$ cat config.mk
export PLATFORM = sky130hd
export DESIGN_NAME = multi_port_reg_file
export DESIGN_NICKNAME = d
export VERILOG_FILES = /design/src/rtl/rf_pkg.sv /design/src/rtl/rf_clear_seq.sv /design/src/rtl/multi_port_reg_file.sv
export SDC_FILE = /design/constraint.sdc
export NUM_CORES = 2
export LEC_CHECK = 0
export BUFFER_PORTS_ARGS = -buffer_cell sky130_fd_sc_hd__buf_4
export CAP_MARGIN = 25
export CELL_PAD_IN_SITES_DETAIL_PLACEMENT = 1
export CELL_PAD_IN_SITES_GLOBAL_PLACEMENT = 2
export CORE_ASPECT_RATIO = 0.5
export CORE_MARGIN = 2
export CORE_UTILIZATION = 46
export DETAILED_ROUTE_END_ITERATION = 8
export PLACE_DENSITY = 0.88
export SLEW_MARGIN = 20
export SYNTH_ARGS = -nofsm -noshare
export SYNTH_HDL_FRONTEND = slang
export SYNTH_SLANG_ARGS = --single-unit
$ cat constraint.sdc
create_clock -name CLK -period 6 [get_ports CLK]
set_clock_uncertainty 0.1 [all_clocks]
set_input_delay 0.3 -clock CLK [delete_from_list [all_inputs] [get_ports CLK]]
set_output_delay 0.3 -clock CLK [all_outputs]
set_load 0.02 [all_outputs]
$ cat src/rtl/rf_pkg.sv
// Shared register-file definitions.
// Holds the clear/run state encoding, the default data and address widths
// (also used by the decode and hazard units), and a helper that gives the
// first register index the clear sweep touches.
package rf_pkg;

   localparam int RF_DATA_W = 32;
   localparam int RF_ADDR_W = 5;

   typedef enum logic [0:0] {
      RF_CLEAR = 1'b0,
      RF_RUN   = 1'b1
   } rf_state_e;

   // Register 0 never needs clearing when it is hard-wired to zero.
   function automatic int rf_sweep_start(input bit zero_reg);
      return zero_reg ? 1 : 0;
   endfunction

endpackage

$ cat src/rtl/rf_clear_seq.sv
// Clear sequencer for the multi-port register file.
// Owns the CLEAR/RUN state machine, the sweep index and the Ready flag.
// All state changes on the falling clock edge.
// Ports:
//   i_clk        clock (falling edge active)
//   i_rst_n      synchronous active-low reset, restarts the sweep
//   i_clear_req  request a new sweep (only honoured in RUN)
//   o_clr_we     write zero to o_clr_addr at the coming edge
//   o_clr_addr   register being cleared this cycle
//   o_ready      1 = sweep finished, file accepts writes and reads
module rf_clear_seq
   import rf_pkg::*;
#(
   parameter int ADDR_W   = RF_ADDR_W,
   parameter bit ZERO_REG = 1'b1
) (
   input  logic              i_clk,
   input  logic              i_rst_n,
   input  logic              i_clear_req,
   output logic              o_clr_we,
   output logic [ADDR_W-1:0] o_clr_addr,
   output logic              o_ready
);

   localparam int DEPTH = 2 ** ADDR_W;
   // Index carries one extra bit so the terminal compare cannot wrap.
   localparam logic [ADDR_W:0] START = (ADDR_W + 1)'(rf_sweep_start(ZERO_REG));
   localparam logic [ADDR_W:0] LAST  = (ADDR_W + 1)'(DEPTH - 1);
   localparam logic [ADDR_W:0] ONE   = (ADDR_W + 1)'(1);

   rf_state_e         r_state;
   rf_state_e         w_state_nxt;
   logic [ADDR_W:0]   r_idx;
   logic [ADDR_W:0]   w_idx_nxt;
   logic              r_ready;

   // Next-state and sweep-index logic.
   always_comb begin
      w_state_nxt = r_state;
      w_idx_nxt   = r_idx;
      case (r_state)
         RF_CLEAR: begin
            w_idx_nxt = r_idx + ONE;
            if (r_idx == LAST) begin
               w_state_nxt = RF_RUN;
            end else begin
               w_state_nxt = RF_CLEAR;
            end
         end
         RF_RUN: begin
            if (i_clear_req) begin
               w_state_nxt = RF_CLEAR;
               w_idx_nxt   = START;
            end else begin
               w_state_nxt = RF_RUN;
               w_idx_nxt   = r_idx;
            end
         end
         default: begin
            w_state_nxt = RF_CLEAR;
            w_idx_nxt   = START;
         end
      endcase
   end

   // State, index and Ready registers; reset overrides everything.
   always_ff @(negedge i_clk) begin
      if (!i_rst_n) begin
         r_state <= RF_CLEAR;
         r_idx   <= START;
         r_ready <= 1'b0;
      end else begin
         r_state <= w_state_nxt;
         r_idx   <= w_idx_nxt;
         r_ready <= (w_state_nxt == RF_RUN);
      end
   end

   // No clear write on a reset edge: reset wins over the sweep.
   assign o_clr_we   = (r_state == RF_CLEAR) && i_rst_n;
   assign o_clr_addr = r_idx[ADDR_W-1:0];
   assign o_ready    = r_ready;

endmodule

$ cat src/rtl/multi_port_reg_file.sv
// Multi-port general-purpose register file for the decode stage.
// Two prioritised write ports (port 1 wins), NUM_RD combinational read ports
// with optional write-through bypass, optional hard-zero register 0, and a
// sequenced clear sweep after reset or on request. State updates on the
// falling edge of CLK.
// Ports:
//   CLK, RST               clock (falling edge) and synchronous active-low reset
//   ClearReq               re-run the clear sweep (RUN only)
//   RegWreN/WriteRegN/WriteDataN  write port N enable/address/data
//   ReadReg / ReadData     packed read addresses / data, port k in slice k
//   Ready                  file initialised and accepting writes
module multi_port_reg_file
   import rf_pkg::*;
#(
   parameter int DATA_W   = RF_DATA_W,
   parameter int ADDR_W   = RF_ADDR_W,
   parameter int NUM_RD   = 2,
   parameter bit ZERO_REG = 1'b1,
   parameter bit BYPASS   = 1'b1
) (
   input  logic                     CLK,
   input  logic                     RST,
   input  logic                     ClearReq,
   input  logic                     RegWre0,
   input  logic [ADDR_W-1:0]        WriteReg0,
   input  logic [DATA_W-1:0]        WriteData0,
   input  logic                     RegWre1,
   input  logic [ADDR_W-1:0]        WriteReg1,
   input  logic [DATA_W-1:0]        WriteData1,
   input  logic [NUM_RD*ADDR_W-1:0] ReadReg,
   output logic [NUM_RD*DATA_W-1:0] ReadData,
   output logic                     Ready
);

   localparam int DEPTH = 2 ** ADDR_W;
   localparam logic [ADDR_W-1:0] ADDR_ZERO = {ADDR_W{1'b0}};
   localparam logic [DATA_W-1:0] DATA_ZERO = {DATA_W{1'b0}};

   logic [DATA_W-1:0] r_mem [DEPTH];

   logic              w_clr_we;
   logic [ADDR_W-1:0] w_clr_addr;
   logic              w_ready;
   logic              w_wr_ok;
   logic              w_we0;
   logic              w_we1;

   rf_clear_seq #(
      .ADDR_W   (ADDR_W),
      .ZERO_REG (ZERO_REG)
   ) u_clear_seq (
      .i_clk       (CLK),
      .i_rst_n     (RST),
      .i_clear_req (ClearReq),
      .o_clr_we    (w_clr_we),
      .o_clr_addr  (w_clr_addr),
      .o_ready     (w_ready)
   );

   // User writes only in RUN, not on a reset edge, and not on the edge that starts a clear.
   assign w_wr_ok = w_ready && RST && !ClearReq;
   assign w_we0   = RegWre0 && w_wr_ok && !(ZERO_REG && (WriteReg0 == ADDR_ZERO));
   assign w_we1   = RegWre1 && w_wr_ok && !(ZERO_REG && (WriteReg1 == ADDR_ZERO));

   // Storage write mux; port 1 is assigned last so it wins on an address collision.
   always_ff @(negedge CLK) begin
      if (w_clr_we) begin
         r_mem[w_clr_addr] <= DATA_ZERO;
      end else begin
         if (w_we0) begin
            r_mem[WriteReg0] <= WriteData0;
         end
         if (w_we1) begin
            r_mem[WriteReg1] <= WriteData1;
         end
      end
   end

   for (genvar k = 0; k < NUM_RD; k++) begin : g_rd
      logic [ADDR_W-1:0] w_addr;
      logic [DATA_W-1:0] w_data;

      assign w_addr = ReadReg[k*ADDR_W +: ADDR_W];

      // Read/bypass mux; zero check precedes bypass so address 0 is never forwarded.
      always_comb begin
         w_data = DATA_ZERO;
         if (!w_ready) begin
            w_data = DATA_ZERO;
         end else if (ZERO_REG && (w_addr == ADDR_ZERO)) begin
            w_data = DATA_ZERO;
         end else if (BYPASS && RegWre1 && (WriteReg1 == w_addr)) begin
            w_data = WriteData1;
         end else if (BYPASS && RegWre0 && (WriteReg0 == w_addr)) begin
            w_data = WriteData0;
         end else begin
            w_data = r_mem[w_addr];
         end
      end

      assign ReadData[k*DATA_W +: DATA_W] = w_data;
   end

   assign Ready = w_ready;

endmodule
* Yosys cells after proc, flatten, opt, wreduce, memory -nomap -nowiden
Memory sizes are Yosys's and may differ from the RTL's.
Cells that the tools add are included.
** Word-level totals
- Memory bits (writable) :: 1024
- Flip-flop bits (word level) :: 7
- Bits of input ports :: 89
- Memories :: 1
** Cells by class
- Add/subtract/negate cells :: 1
- Reductions and logical operators :: 19
- Multiplexer cells :: 24
- Eq/ne operators :: 6
- Bitwise gates (word level) :: 1
** Memories
- r_mem :: words 32, width 32, read ports 2, clocked after Yosys merged registers in 0, write ports 2, line multi_port_reg_file.sv:39 : logic [DATA_W-1:0] r_mem [DEPTH];
** Operators by type and width (count)
- 32-bit two-way mux :: 9
- 32-bit OR reduction :: 1
- 5-bit equality test :: 4
- 5-bit zero test :: 4
- 6-bit case mux with 2 select lines :: 1
- 1-bit logical AND :: 11
- 1-bit two-way mux :: 11
- 6-bit by 1-bit adder with 6-bit output, second input constant :: 1
- 6-bit by 5-bit equality test with 1-bit output, second input constant :: 1
- 6-bit two-way mux :: 1
- 5-bit two-way mux :: 1
- 1-bit zero test :: 3
- 2-bit != test, second input constant :: 1
- 1-bit case mux with 2 select lines :: 1
- 1-bit inverter :: 1

* Depth between registers and ports, before layout
- Word-level depth :: 9
- Depth in mapped cells :: 9
- Gate-level depth less buffers :: 5

* Modules after synthesis
A second synthesis with hierarchy kept.
** Unflattened totals
- Cells, all modules :: 4563
- Area total of the unflattened synthesis :: 60367.9 um^2
** Modules (own cells, without submodules)
- multi_port_reg_file :: area each 59996.3 um^2, cells each 4518, times used 1
- rf_clear_seq :: area each 371.6 um^2, cells each 45, times used 1

==> reports/metrics.cfg <==
[status]
violations=negative setup slack
status=complete, but fails checks

[setup_path]
r2r_setup_slack_ns=2.98
startpoint=r_mem[4][1]$_DFFE_NP_
r2r_end=r_mem[14][5]$_DFFE_NP_
crit_path_start_kind=register
timing.rr.start=u_clear_seq.o_ready$_SDFF_NN0_
crit_required_ns=5.60
cp-endpoint=ReadData[1]
critPathKind=register to primary output
cp.arrival_ns=5.85
ff2ff_path_depth=8
end_kind=primary output
crit_path_max_incr_delay_ns=0.51
path_max_fanout=2
crit_chain=mux2i_1 -> a22oi_2 -> nand4_1 -> o31ai_2 -> a22o_1 -> buf_6
crit_slowest_cell=nand4_1

[die]
die-area_um2=134800
die_h_um=260.6
initial_utilization=0.4619
rows=94
core_um2=131100
num_io_pins=154
die_w_um=517.2

[synth]
syn_area_per_cell_um2=10.33
yosysSeqAreaShare=0.5099
async_flop_share=0
syn-num-nets=5956
synth-main-ff-cell=edfxtp_1
synth_seq_cells=1031
yosysUniqueCellTypes=55
syn_inst=5866
synth_warnings=0
syn_area_um2=60580
synth_edf_count=1024

[pwr]
leakage_nw=29.61
p_int_w=0.01326
p_clk_frac=0.522
ir_drop_mv=0.2515
power.share.sequential=0.407
p_sw_w=0.006308
switching_share=0.3224
p_per_area_nw_per_um2=265.2
totalPowerFinal_w=0.01957
p_comb_frac=0.070

[routing]
dr.pass1.iters=6
drc_errors=0
drtIter0Drc=7448
vias_per_cell=6.718
wl_per_cell_um=31.86
drt-met1-wl_um=101400
routed_wl_um=272800
via_count=57520
top_layer_used=met5
wl_met2_um=119400
met3_length_um=33270
drtAntennaViolNets=0

[layout]
design_area_um2=73780
antenna_cells=0
fill_cells=14150
fin_nets=6792
areaGrowthSynthToFinish_pct=21.80
final_cell_mix=inv_1, nand2_1, edfxtp_1
postLayoutCoreUtil=0.5626
final_common_cell=inv_1
drive_gt1_frac=0.1225

[hold_path]
hold_path.class=register to register
worstHoldStart=u_clear_seq.r_idx[5]$_SDFFE_NN0P_

[clock_tree]
cts_tree=built
clk_pin_slew_worst_paths_ns=0.07
cts-root-buf=clkbuf_16
clk_latency_ns=0.74
cts_sinks=1031
htreeDepth=3
cts_made_buffers=106
cts_hold_buf=0
cts_buffer_depth=3

[place]
placed_area_um2=65530
pre_cts_slack_ns=0.1469
hpwl_um=169100
io_buffers=153
gp_congestion=0.9570

[global_routing]
grt_pass1_vias=60640
grt_max_degree=113
antenna_found_initial=7
grt_pass1_wl_um=390000
grt_use_total=0.3950
grt-ovfl-total=0

[sta]
rsz0062_at_grt=yes
final-hold-violation-count=0
drv_slew=0
fin_tns_setup_ns=-2.916
worst_pin_slew_ns=1.110
setup_violations=31
relSlewSlack=0.2602
layout_setup_ws_ns=-0.2505

[job]
maxCapViolations=0

sequential cells by signal, indices dropped and copies added, names as in the netlist:
register,flops
r_mem,1024
u_clear_seq.o_ready,1
u_clear_seq.r_idx,6
logic make-up after synthesis:
group | share of synthesized area
buffers and inverters | 0.05116
AND/OR/NAND/NOR | 0.09683
adder cells (fa/ha/maj) | 0.0002065
multiplexers | 0.1700
AO/OA/AOI/OAI | 0.1687
flip-flops | 0.5099
XOR/XNOR | 0.003181
worst min path at each step:
stage	endpoint	cells after the start
after CTS	u_clear_seq.r_idx[5]$_SDFFE_NN0P_	2
after detailed placement	u_clear_seq.r_idx[5]$_SDFFE_NN0P_	2
after floorplan	u_clear_seq.r_idx[5]$_SDFFE_NN0P_	2
final	u_clear_seq.r_idx[5]$_SDFFE_NN0P_	2
after global routing	u_clear_seq.r_idx[5]$_SDFFE_NN0P_	2
after global placement	u_clear_seq.r_idx[5]$_SDFFE_NN0P_	2
cells in the mapped netlist, drive strengths merged, types with 2 or more instances:
cell	count	area share
mux2	2	0.00043
nand2b	5	0.00052
inv	36	0.0022
and4b	9	0.0015
o22ai	33	0.0034
a22o	65	0.0094
nor4b	8	0.0018
and4	2	0.00029
mux2i	1025	0.17
buf	174	0.015
nand4	133	0.014
edfxtp	1024	0.51
nand4b	4	0.00068
nor2b	5	0.00052
nand3	69	0.0057
o21ai	998	0.082
xor2	13	0.0019
nor4	4	0.00083
nor2	40	0.0028
a22oi	512	0.063
xnor2	9	0.0013
and2	7	0.00072
o31ai	65	0.0081
dfxtp	7	0.0023
clkbuf	544	0.034
nand3b	3	0.00037
nor3	3	0.00025
or3	2	0.00021
nor4bb	12	0.0020
nand2	1041	0.065
layer usage:
layer,track usage,up-vias
met5,0,-
met4,0.2882,8
met3,0.1260,914
met2,0.5817,4217
met1,0.4891,28780
li1,-,23600
metrics by stage:
stage	hold slack, ns	instances
floorplan	0.3814	5866
global placement	0.3991	7338
detailed placement	0.4179	7339
CTS	0.4227	8561
global route	0.4709	8562
finish	0.4221	8562
power by group through the flow:
stage,Sequential (W),Clock [W],Combinational [W]
3_5_place_dp,0.00806,0.00102,0.00127
3_3_place_gp,0.00806,0.00102,0.00124
5_1_grt,0.00796,0.0111,0.00138
6_report,0.00797,0.0102,0.00137
4_1_cts,0.00797,0.0103,0.00131
2_1_floorplan,0.00805,0.00102,0.000719
worst max-delay path: cells and delay by family, from the launching register on:
kind            cells  cell delay, ns
flops               1            0.39
mux                 1            0.12
compound gates      3            0.92
buf+inv             1            0.14
simple gates        1            0.51
timing repair:
item                       in CTS  in global routing
buffers inserted                0                  0
pin swaps                     124                 74
gates resized for setup       130                 38
setup endpoints to repair      64                 44
area by class of cell:
type	count	area, µm²	share of cell area
clock buffer	109	2728	0.03697
clock inverter	1114	4700	0.06369
inverter	35	131.4	0.001781
multi-input combinational	4081	28270	0.3831
sequential	1031	30890	0.4187
tap	1776	2222	0.03012
timing repair buffer	416	4843	0.06564
Note: power is estimated with default switching activity, not from simulation.
